**src/rtl/eth_pkt_pkg.sv**
```systemverilog
// Shared types and width helpers for the Ethernet TX packet segmenter.
// The default constants describe the 64-bit build; the helpers cover other widths.
package eth_pkt_pkg;

   typedef enum logic [1:0] {
      ST_EMPTY = 2'd0,
      ST_HOLD  = 2'd1,
      ST_LAST  = 2'd2
   } pkt_state_t;

   localparam int KEEP_W     = 8;
   localparam int BYTE_SHIFT = 3;

   function automatic int keep_w(input int data_w);
      return data_w / 8;
   endfunction

   function automatic int byte_shift(input int data_w);
      return $clog2(data_w / 8);
   endfunction

endpackage

```
**src/rtl/eth_idle_timer.sv**
```systemverilog
// Idle timer for a partially held packet. After TIMEOUT idle cycles it raises
// flush_pend, which stays set until the held beat is emitted.
module eth_idle_timer
   import eth_pkt_pkg::*;
#(
   parameter int TIMEOUT   = 256,
   parameter int TMR_WIDTH = 16
)
(
   input  logic clk,
   input  logic rst,
   input  logic i_run,
   input  logic i_clr,
   input  logic i_emit,
   output logic o_flush_pend,
   output logic o_timeout
);

   logic [TMR_WIDTH-1:0] r_tmr;
   logic                 r_flush_pend;
   logic                 w_at_limit;

   assign w_at_limit   = (r_tmr == TMR_WIDTH'(TIMEOUT - 1));
   // o_timeout is high in the cycle whose clock edge sets flush_pend.
   assign o_timeout    = i_run && !i_clr && w_at_limit;
   assign o_flush_pend = r_flush_pend;

   always_ff @(posedge clk) begin
      if (rst) begin
         r_tmr        <= '0;
         r_flush_pend <= 1'b0;
      end else begin
         if (i_clr) begin
            r_tmr <= '0;
         end else if (i_run) begin
            if (w_at_limit) begin
               r_tmr <= '0;
            end else begin
               r_tmr <= r_tmr + 1'b1;
            end
         end

         if (i_emit) begin
            r_flush_pend <= 1'b0;
         end else if (o_timeout) begin
            r_flush_pend <= 1'b1;
         end
      end
   end

endmodule

```
**src/rtl/eth_tx_pkt_seg.sv**
```systemverilog
// Cuts a continuous user AXI-Stream into tx_size-byte packets. A one-beat hold
// register lets tlast be attached late on user tlast, length or idle timeout.
module eth_tx_pkt_seg
   import eth_pkt_pkg::*;
#(
   parameter int AXIS_DATA_WIDTH = 64,
   parameter int TIMEOUT         = 256,
   parameter int TMR_WIDTH       = 16
)
(
   input  logic                         clk,
   input  logic                         rst,
   input  logic [15:0]                  tx_size,
   input  logic [AXIS_DATA_WIDTH-1:0]   s_axis_tdata,
   input  logic [AXIS_DATA_WIDTH/8-1:0] s_axis_tkeep,
   input  logic                         s_axis_tvalid,
   input  logic                         s_axis_tlast,
   output logic                         s_axis_tready,
   output logic [AXIS_DATA_WIDTH-1:0]   m_axis_tdata,
   output logic [AXIS_DATA_WIDTH/8-1:0] m_axis_tkeep,
   output logic                         m_axis_tvalid,
   output logic                         m_axis_tlast,
   input  logic                         m_axis_tready,
   output logic [31:0]                  pkt_cnt,
   output logic [15:0]                  flush_cnt,
   output pkt_state_t                   dbg_state
);

   localparam int LP_KEEP_W = keep_w(AXIS_DATA_WIDTH);
   localparam int LP_SHIFT  = byte_shift(AXIS_DATA_WIDTH);

   pkt_state_t                 r_state;
   logic                       r_hold_last;
   logic [AXIS_DATA_WIDTH-1:0] r_hold_data;
   logic [LP_KEEP_W-1:0]       r_hold_keep;
   logic [15:0]                r_cap_cnt;
   logic [15:0]                r_len_w;
   logic [31:0]                r_pkt_cnt;
   logic [15:0]                r_flush_cnt;

   logic        w_hold_vld;
   logic        w_last;
   logic        w_m_valid;
   logic        w_s_ready;
   logic        w_emit;
   logic        w_cap;
   logic        w_flush_pend;
   logic        w_timeout;
   logic        w_flush_emit;
   logic        w_tmr_run;
   logic [15:0] w_cnt_base;
   logic [15:0] w_new_len;
   logic [15:0] w_len;
   logic        w_cap_last;

   // Both ports use plain AXI-Stream valid/ready: a beat transfers on a clock
   // edge where valid and ready are both high; valid, once raised, holds with
   // its payload until that edge. s_axis_tready combinationally follows
   // m_axis_tready so the hold register can be refilled in the emitting cycle.
   assign w_hold_vld = (r_state != ST_EMPTY);
   assign w_last     = (r_state == ST_LAST);
   assign w_m_valid  = w_hold_vld && (w_last || s_axis_tvalid);
   assign w_emit     = w_m_valid && m_axis_tready;
   assign w_s_ready  = !rst && (!w_hold_vld || w_emit);
   assign w_cap      = s_axis_tvalid && w_s_ready;

   // A timeout-closed packet leaves cap_cnt mid-count; a capture in the same
   // cycle must already count as beat 0 of the next packet.
   assign w_flush_emit = w_emit && w_flush_pend && !r_hold_last;
   assign w_cnt_base   = w_flush_emit ? 16'd0 : r_cap_cnt;
   assign w_new_len    = tx_size >> LP_SHIFT;
   assign w_len        = (w_cnt_base != 16'd0) ? r_len_w :
                         (w_new_len == 16'd0)  ? 16'd1   : w_new_len;
   assign w_cap_last   = s_axis_tlast || ((w_cnt_base + 16'd1) == w_len);

   assign w_tmr_run = w_hold_vld && !r_hold_last && !w_flush_pend && !s_axis_tvalid;

   eth_idle_timer #(
      .TIMEOUT   (TIMEOUT),
      .TMR_WIDTH (TMR_WIDTH)
   ) u_idle_timer (
      .clk          (clk),
      .rst          (rst),
      .i_run        (w_tmr_run),
      .i_clr        (w_cap || w_emit),
      .i_emit       (w_emit),
      .o_flush_pend (w_flush_pend),
      .o_timeout    (w_timeout)
   );

   always_ff @(posedge clk) begin
      if (rst) begin
         r_state     <= ST_EMPTY;
         r_hold_last <= 1'b0;
         r_hold_data <= '0;
         r_hold_keep <= '0;
         r_cap_cnt   <= '0;
         r_len_w     <= '0;
         r_pkt_cnt   <= '0;
         r_flush_cnt <= '0;
      end else begin
         if (w_cap) begin
            r_state <= w_cap_last ? ST_LAST : ST_HOLD;
         end else if (w_emit) begin
            r_state <= ST_EMPTY;
         end else if (w_timeout) begin
            r_state <= ST_LAST;
         end

         if (w_cap) begin
            r_hold_data <= s_axis_tdata;
            r_hold_keep <= s_axis_tkeep;
            r_hold_last <= w_cap_last;
            r_cap_cnt   <= w_cap_last ? 16'd0 : (w_cnt_base + 16'd1);
            if (w_cnt_base == 16'd0) begin
               r_len_w <= w_len;
            end
         end else if (w_emit) begin
            r_hold_last <= 1'b0;
            if (w_flush_emit) begin
               r_cap_cnt <= 16'd0;
            end
         end

         if (w_emit && w_last) begin
            r_pkt_cnt <= r_pkt_cnt + 32'd1;
         end
         if (w_flush_emit && (r_flush_cnt != 16'hFFFF)) begin
            r_flush_cnt <= r_flush_cnt + 16'd1;
         end
      end
   end

   assign s_axis_tready = w_s_ready;
   assign m_axis_tvalid = w_m_valid;
   assign m_axis_tlast  = w_last;
   assign m_axis_tdata  = r_hold_data;
   assign m_axis_tkeep  = r_hold_keep;
   assign pkt_cnt       = r_pkt_cnt;
   assign flush_cnt     = r_flush_cnt;
   assign dbg_state     = r_state;

endmodule

```
**config.mk**
```make
export PLATFORM = sky130hd
export DESIGN_NAME = eth_tx_pkt_seg
export DESIGN_NICKNAME = d
export VERILOG_FILES = /design/src/rtl/eth_pkt_pkg.sv /design/src/rtl/eth_idle_timer.sv /design/src/rtl/eth_tx_pkt_seg.sv
export SDC_FILE = /design/constraint.sdc
export NUM_CORES = 1
export LEC_CHECK = 0
export ABC_AREA = 1
export CORE_MARGIN = 2
export CORE_UTILIZATION = 35
export CTS_CLUSTER_SIZE = 8
export DETAILED_ROUTE_END_ITERATION = 16
export SYNTH_ARGS = -nofsm -noshare
export SYNTH_HDL_FRONTEND = slang
export SYNTH_SLANG_ARGS = --single-unit
export TNS_END_PERCENT = 5
```
**constraint.sdc**
```tcl
create_clock -name clk -period 6.2 [get_ports clk]
set_input_delay 1.24 -clock clk [delete_from_list [all_inputs] [get_ports clk]]
set_output_delay 1.24 -clock clk [all_outputs]
set_load 0.05 [all_outputs]
```
==> flow_summary.toml, run 1 <==
[clock_tree]
ctsHoldBuffers = 0
clkTransAtPathRegs_ns = 0.06
cts.sink_count = 172
clk_path_buf_depth = 2
clkLatencyLatePin_ns = 0.43
cts_tree = "done"
cts_buffers = 17
clock-root-buffer = "clkbuf_16"
cts_max_level = 4
cts_resized = 0
post_cts_buffers = 0

[sta]
setup_viol = 0
post-route-period-util = 0.7260
relSlewSlack = 0.3517
finalSetupTns_ns = 0
maxSlewViolCount = 0
hold_violations = 0
fin_crit_ns = 4.501
skew_ns = 0.01551
tightest_slew_ns = 0.9725
clock.fmax_mhz = 222.2
rsz0062_at_grt = "false"

[critical_path]
crit_path_start = "s_axis_tvalid"
rr_startpoint = "dbg_state[0]$_SDFFE_PP0P_"
critPathRequiredTime_ns = 4.96
start_kind = "primary input"
r2r_slack_ns = 2.93
arrival_ns = 3.26
crit_fanout = 3
worstSetupPathType = "in2out"
end_kind = "output port"

[hold_path]
hold_path_class = "reg2reg"
min_from = "r_len_w[6]$_SDFFE_PP0P_"

[route]
ant_nets = 0
drt_wl_total_microns = 23190
drt_iter0_drc = 422
first_pass_iters = 5
post-route-drc-count = 0
avgViaCountPerCell = 4.776
wire_per_inst_microns = 13.52
vias = 8190

[placed_design]
place.port_buffers = 214
place_inst = 1682
place.gp.congestion = 0.8036
place_hpwl_microns = 16200

[flow_run]
drv_cap = 0

[floorplanning]
die_area_sq_um = 24790
die_h_microns = 157.4
rows = 56
core_area_sq_um = 23260
start_util = 0.3542
die_x_microns = 157.4
num_io_pins = 218

[pwr]
p_sw_uw = 806.6
power_density_nw_per_um2 = 244.5
p_comb_frac = 0.158
p_sw_frac = 0.2943
p_int_mw = 1.934
p_leak_nw = 4.625
clockPowerShare = 0.412
irDropWorstVdd_uv = 146.5
pwr-share-seq = 0.429

[global_route]
grt_antenna_before_repair = 2
grt_pass1_wl_microns = 37300
gr-usage-all-layers = 0.1872
grt_pass1_vias = 7472
overflow = 0
grt_max_degree = 87

[cells_and_area]
drive_gt1_frac = 0.05878
synthToLayoutAreaGrowth_pct = 36.06
instances_no_fill = 1715
fin_nets = 1479
layout_commonest_cell = "nand2_1"
final_util = 0.4820
mostFrequentLayoutCells = "352 x nand2_1, 213 x clkdlybuf4s50_1, 172 x dfxtp_1"

[synth]
synth.yosys.seq_area_share = 0.4179
avgSynthCellArea_sq_um = 6.925
synth_cells = 1190
synth_cell_types = 42
ys_ff_latch = 172
synth_area_sq_um = 8240
yosysWarnings = 0
syn-num-nets = 1287

[status]
outcome = "complete, no violations"
path summary, 6_finish.rpt:
| check | to | cells past startpoint |
|---|---|---|
| max | s_axis_tready | 6 |
| min reg2reg | r_len_w[6]$_SDFFE_PP0P_ | 2 |
| min | r_len_w[6]$_SDFFE_PP0P_ | 2 |
| max reg2reg | r_hold_last$_SDFFE_PP0P_ | 22 |
power by group through the flow:
stage          registers (mW)  logic (mW)  clock network [mW]
2_1_floorplan            1.34       0.124                   0
3_3_place_gp             1.20       0.437                   0
3_5_place_dp             1.20       0.437                   0
4_1_cts                  1.18       0.439                1.16
5_1_grt                  1.18       0.467                1.20
6_report                 1.18       0.434                1.13
cell families after synthesis:
family                   count (synthesis)  synth area share
flip-flops                             172            0.4179
AND/OR/NAND/NOR                        691            0.3864
XOR/XNOR                                13           0.01473
adder cells (fa/ha/maj)                  4          0.006074
buffers and inverters                  180           0.08974
AO/OA/AOI/OAI                          130           0.08518
final cells by class:
type                    instances  area (sq um)
well taps                     319         399.1
multi-input cells             838          4065
fillers                      2421         12050
clock buffers                  19         442.9
clock inverters                13         176.4
repair buffers                220          2182
diodes                          1         2.502
inverters                     133         500.5
flip-flops and latches        172          3443
state kept, by name (all words and copies together) (netlist names):
register	count
m_axis_tdata	64
pkt_cnt	32
flush_cnt	16
r_cap_cnt	16
r_len_w	16
u_idle_timer.r_tmr	16
m_axis_tkeep	8
dbg_state	2
r_hold_last	1
u_idle_timer.o_flush_pend	1
worst max-delay path: stages:
cell,delay (ns)
clkdlybuf4s50_1,0.58
nand2_1,0.12
nand2_4,0.10
nand2_1,0.06
a21oi_1,0.27
clkdlybuf4s50_1,0.88
through the flow:
stage          cell area, sq um  setup WS, ns  power, mW  hold slack [ns]
2_1_floorplan              8240         2.401      1.462           0.4297
3_3_place_gp              10590         1.490      1.637           0.4414
3_5_place_dp              10590         1.514      1.639           0.4462
4_1_cts                   11210         1.696      2.776           0.4550
5_1_grt                   11210         1.573      2.852           0.4718
6_report                  11210         1.699      2.741           0.4566
synth_stat cells, drive strengths merged:
cell	count	area (sq um)
a211oi	6	45.04
a21oi	70	350.3
a221oi	1	8.760
a31oi	3	18.77
and2	1	6.260
buf	20	138.9
clkbuf	27	101.4
clkinv	1	3.750
dfxtp	172	3443
ha	4	50.05
inv	132	495.5
nand2	361	1390
nand3	159	853.3
nand3b	4	42.54
nand4	34	212.7
nor2	88	426.7
nor3	29	155.2
nor3b	3	22.52
nor4	11	68.82
o21a	3	22.52
o21ai	46	245.2
o221a	1	11.26
or2	1	6.260
xnor2	5	43.79
xor2	8	77.58
layer usage:
layer | vias up | routed length [microns] | GRT usage
met5 | - | 0 | 0
met4 | 0 | 349 | 0.05195
met3 | 21 | 2027 | 0.07461
met2 | 226 | 10440 | 0.2980
met1 | 3681 | 10370 | 0.2345
li1 | 4262 | - | -
Power figures use the tool's default switching activity.
==> run 2: changes to the inputs <==
Clock period 6.2 ns to 4.25 ns, I/O delays scaled along.
==> flow_summary.toml, run 2 (same netlist as run 1, synthesis figures left out) <==
[route]
post-route-drc-count = 0
avgViaCountPerCell = 4.721
ant_nets = 0
drt_wl_total_microns = 23210
vias = 8125
first_pass_iters = 5
drt_iter0_drc = 415
wire_per_inst_microns = 13.49

[global_route]
use_met3 = 0.08040
grtUsageMet2 = 0.3152
grt_max_degree = 91
use_met1 = 0.2285
grt_antenna_before_repair = 0
grt.busiest_layer = "met2"
grt_pass1_vias = 7657
grt_pass1_wl_microns = 37820
overflow = 0
gr-usage-all-layers = 0.1906

[critical_path]
critPathRequiredTime_ns = 3.40
arrival_ns = 2.89
end_kind = "output port"
start_kind = "primary input"
rr_startpoint = "dbg_state[0]$_SDFFE_PP0P_"
worstSetupPathType = "in2out"
crit_fanout = 3
crit_path_start = "s_axis_tvalid"

[pwr]
irDropWorstVdd_uv = 226.8
power_density_nw_per_um2 = 348.7
p_leak_nw = 4.640

[clock_tree]
cts.sink_count = 172
clkTransAtPathRegs_ns = 0.06
cts_tree = "done"
clock-root-buffer = "clkbuf_16"
clkLatencyLatePin_ns = 0.43
cts_max_level = 4
post_cts_buffers = 0
cts_resized = 0
clk_path_buf_depth = 2
cts_buffers = 17
ctsHoldBuffers = 0

[placed_design]
place.gp.congestion = 0.8259
place.port_buffers = 214
place_hpwl_microns = 16300

[floorplanning]
num_io_pins = 218
die_h_microns = 157.4
die_area_sq_um = 24790
core_area_sq_um = 23260
die_x_microns = 157.4
start_util = 0.3542
rows = 56

[cells_and_area]
antennaDiodeCount = 0
mostFrequentLayoutCells = "352 x nand2_1, 213 x clkdlybuf4s50_1, 172 x dfxtp_1"
drive_gt1_frac = 0.06348
layout_commonest_cell = "nand2_1"
fin_nets = 1486
final_util = 0.4834
fillers = 2369
largest_reg_flops = 64
synthToLayoutAreaGrowth_pct = 36.47

[sta]
relSlewSlack = 0.4457
fin_crit_ns = 3.735
skew_ns = 0.01160
post-route-period-util = 0.8789
finalSetupTns_ns = 0
tightest_slew_ns = 0.8314
hold_violations = 0
holdWs_ns = 0.4535
setup_viol = 0
clock.fmax_mhz = 267.7
rsz0062_at_grt = "false"
maxSlewViolCount = 0

[hold_path]
hold_path_class = "reg2reg"
min_from = "r_len_w[6]$_SDFFE_PP0P_"

[status]
outcome = "complete, no violations"

[flow_run]
drv_cap = 0
## run 2: per-layer routing
| layer | up-vias | share of wire |
|---|---|---|
| li1 | 4270 | - |
| met2 | 208 | 0.45 |
| met3 | 18 | 0.094 |
| met1 | 3629 | 0.44 |
| met5 | - | 0 |
| met4 | 0 | 0.010 |
## run 2: final cells by class
type | count | area, sq um | area share
timing repair buffer | 227 | 2260 | 0.2009
inverter | 133 | 500.5 | 0.04450
tap | 319 | 399.1 | 0.03549
clock inverter | 14 | 148.9 | 0.01324
sequential | 172 | 3443 | 0.3062
multi-input combinational | 838 | 4065 | 0.3615
clock buffer | 18 | 429.2 | 0.03816
## run 2: worst paths after layout
| kind | end | slack [ns] | cells past startpoint |
|---|---|---|---|
| min reg2reg | r_len_w[6]$_SDFFE_PP0P_ | 0.45 | 2 |
| max | s_axis_tready | 0.51 | 6 |
| max reg2reg | dbg_state[1]$_SDFFE_PP0P_ | 1.27 | 22 |
| min | r_len_w[6]$_SDFFE_PP0P_ | 0.45 | 2 |
## run 2: critical path, stage by stage
cell and delay (ns):
clkdlybuf4s50_1 0.58, nand2_1 0.12, nand2_4 0.10, nand2_1 0.08
a21oi_1 0.28, clkdlybuf4s50_1 0.87
## run 2: report_power, final
group / switching [mW] / internal (mW)
Clock: 0.735 / 0.832
Combinational: 0.406 / 0.232
Sequential: 0.0364 / 1.68
## run 2: metrics by stage
step	cells	total power [mW]	area (sq um)	setup slack [ns]
floorplan	1190	2.133	8240	0.8414
global placement	1689	2.393	10670	0.3001
detailed placement	1689	2.395	10670	0.2811
CTS	1721	3.973	11250	0.5089
global route	1721	4.090	11250	0.4147
finish	1721	3.921	11250	0.5146
==> run 3: changes to the inputs <==
Settings changed: PLACE_DENSITY set to 0.63.
==> flow_summary.toml, run 3 (same netlist as run 1, synthesis figures left out) <==
[sta]
fin_crit_ns = 3.732
maxSlewViolCount = 0
post-route-period-util = 0.8781
clock.fmax_mhz = 268.0
finalSetupTns_ns = 0
hold_violations = 0
setup_viol = 0
rsz0062_at_grt = "false"
tightest_slew_ns = 0.9699
skew_ns = 0.01114
relSlewSlack = 0.3534

[cells_and_area]
drive_gt1_frac = 0.06410
synthToLayoutAreaGrowth_pct = 36.94
mostFrequentLayoutCells = "352 x nand2_1, 213 x clkdlybuf4s50_1, 172 x dfxtp_1"
instances_no_fill = 1723
layout_commonest_cell = "nand2_1"
largest_reg_flops = 64
antennaDiodeCount = 0
fin_nets = 1488

[clock_tree]
cts_tree = "done"
clkTransAtPathRegs_ns = 0.07
cts_resized = 0
cts_max_level = 4
cts.sink_count = 172
clkLatencyLatePin_ns = 0.43
ctsHoldBuffers = 0
cts_buffers = 17
clk_path_buf_depth = 2
post_cts_buffers = 0
clock-root-buffer = "clkbuf_16"

[route]
vias = 8211
avgViaCountPerCell = 4.766
drt_wl_total_microns = 22940
drt_iter0_drc = 375
first_pass_iters = 5
post-route-drc-count = 0
ant_nets = 0
wire_per_inst_microns = 13.31

[status]
outcome = "complete, no violations"

[critical_path]
start_kind = "primary input"
rr_startpoint = "dbg_state[0]$_SDFFE_PP0P_"
critPathRequiredTime_ns = 3.40
arrival_ns = 2.88
worstSetupPathType = "in2out"
crit_fanout = 3
end_kind = "output port"
timing.rr.end = "dbg_state[1]$_SDFFE_PP0P_"
r2r_slack_ns = 1.29
worstRegToRegCells = 22

[floorplanning]
num_io_pins = 218
start_util = 0.3542
core_area_sq_um = 23260
die_x_microns = 157.4
rows = 56
die_h_microns = 157.4
die_area_sq_um = 24790

[placed_design]
place_inst = 1691
place.port_buffers = 214
place.gp.congestion = 0.8489
place_hpwl_microns = 16160

[hold_path]
hold_path_class = "reg2reg"
min_to = "r_len_w[6]$_SDFFE_PP0P_"
min_from = "r_len_w[6]$_SDFFE_PP0P_"
whs_path_depth = 2

[global_route]
grt_max_degree = 91
overflow = 0
grt_pass1_wl_microns = 37250
grt.busiest_layer = "met2"
use_met1 = 0.2248
grtUsageMet2 = 0.2996
grt_antenna_before_repair = 0
use_met3 = 0.07682
grt_pass1_vias = 7672
gr-usage-all-layers = 0.1855

[flow_run]
drv_cap = 0

[pwr]
irDropWorstVdd_uv = 248.7
p_leak_nw = 4.671
power_density_nw_per_um2 = 354.9
==> run 3: changes by cell type in the layout (fill, tap and decap cells not counted), sizes merged <==
cell / change
bufinv: +2
inv: -3
clkinvlp: -3
clkbuf: +1
buf: +2
clkinv: +3
==> run 3: metrics by stage <==
step	utilization	setup slack, ns	cell area (sq um)	total power, mW	hold slack [ns]
4_1_cts	0.4851	0.5162	11280	4.054	0.4590
3_5_place_dp	0.4587	0.3664	10670	2.394	0.4496
2_1_floorplan	-	0.8414	8240	2.133	0.4297
5_1_grt	0.4851	0.4118	11280	4.164	0.4797
6_report	0.4851	0.5182	11280	4.005	0.4599
3_3_place_gp	0.4587	0.3875	10670	2.391	0.4410
==> run 3: how the worst max path moves through the flow <==
stage,startpoint,slack [ns],cells past startpoint,endpoint
2_1_floorplan,s_axis_tvalid,0.84,25,r_cap_cnt[6]$_SDFFE_PP0P_
3_3_place_gp,s_axis_tvalid,0.39,23,r_hold_last$_SDFFE_PP0P_
3_5_place_dp,s_axis_tvalid,0.37,23,dbg_state[1]$_SDFFE_PP0P_
4_1_cts,s_axis_tvalid,0.52,6,s_axis_tready
5_1_grt,s_axis_tvalid,0.41,6,s_axis_tready
6_report,s_axis_tvalid,0.52,6,s_axis_tready
==> run 3: power by group <==
| group | internal, mW | total [mW] | switching, mW |
|---|---|---|---|
| combinational | 0.232 | 0.637 | 0.405 |
| clock | 0.944 | 1.65 | 0.706 |
| sequential | 1.68 | 1.72 | 0.0365 |
==> run 3: layout make-up <==
| class | count | area [sq um] |
|---|---|---|
| Inverter | 133 | 500.5 |
| Timing Repair Buffer | 229 | 2262 |
| Fill cell | 2358 | 11980 |
| Clock buffer | 19 | 432.9 |
| Sequential cell | 172 | 3443 |
| Multi-Input combinational cell | 838 | 4065 |
| Tap cell | 319 | 399.1 |
| Clock inverter | 13 | 181.4 |
==> run 3: critical path, cell delays in order <==
cell	delay (ns)
clkdlybuf4s50_1	0.58
nand2_1	0.12
nand2_4	0.10
nand2_1	0.06
a21oi_1	0.29
clkdlybuf4s50_1	0.88
==> run 3: metal layers <==
layer	wire [microns]	part of all wire	vias up
li1	-	-	4280
met1	10020	0.44	3659
met2	10340	0.45	251
met3	2216	0.097	21
met4	372	0.016	0
met5	0	0	-
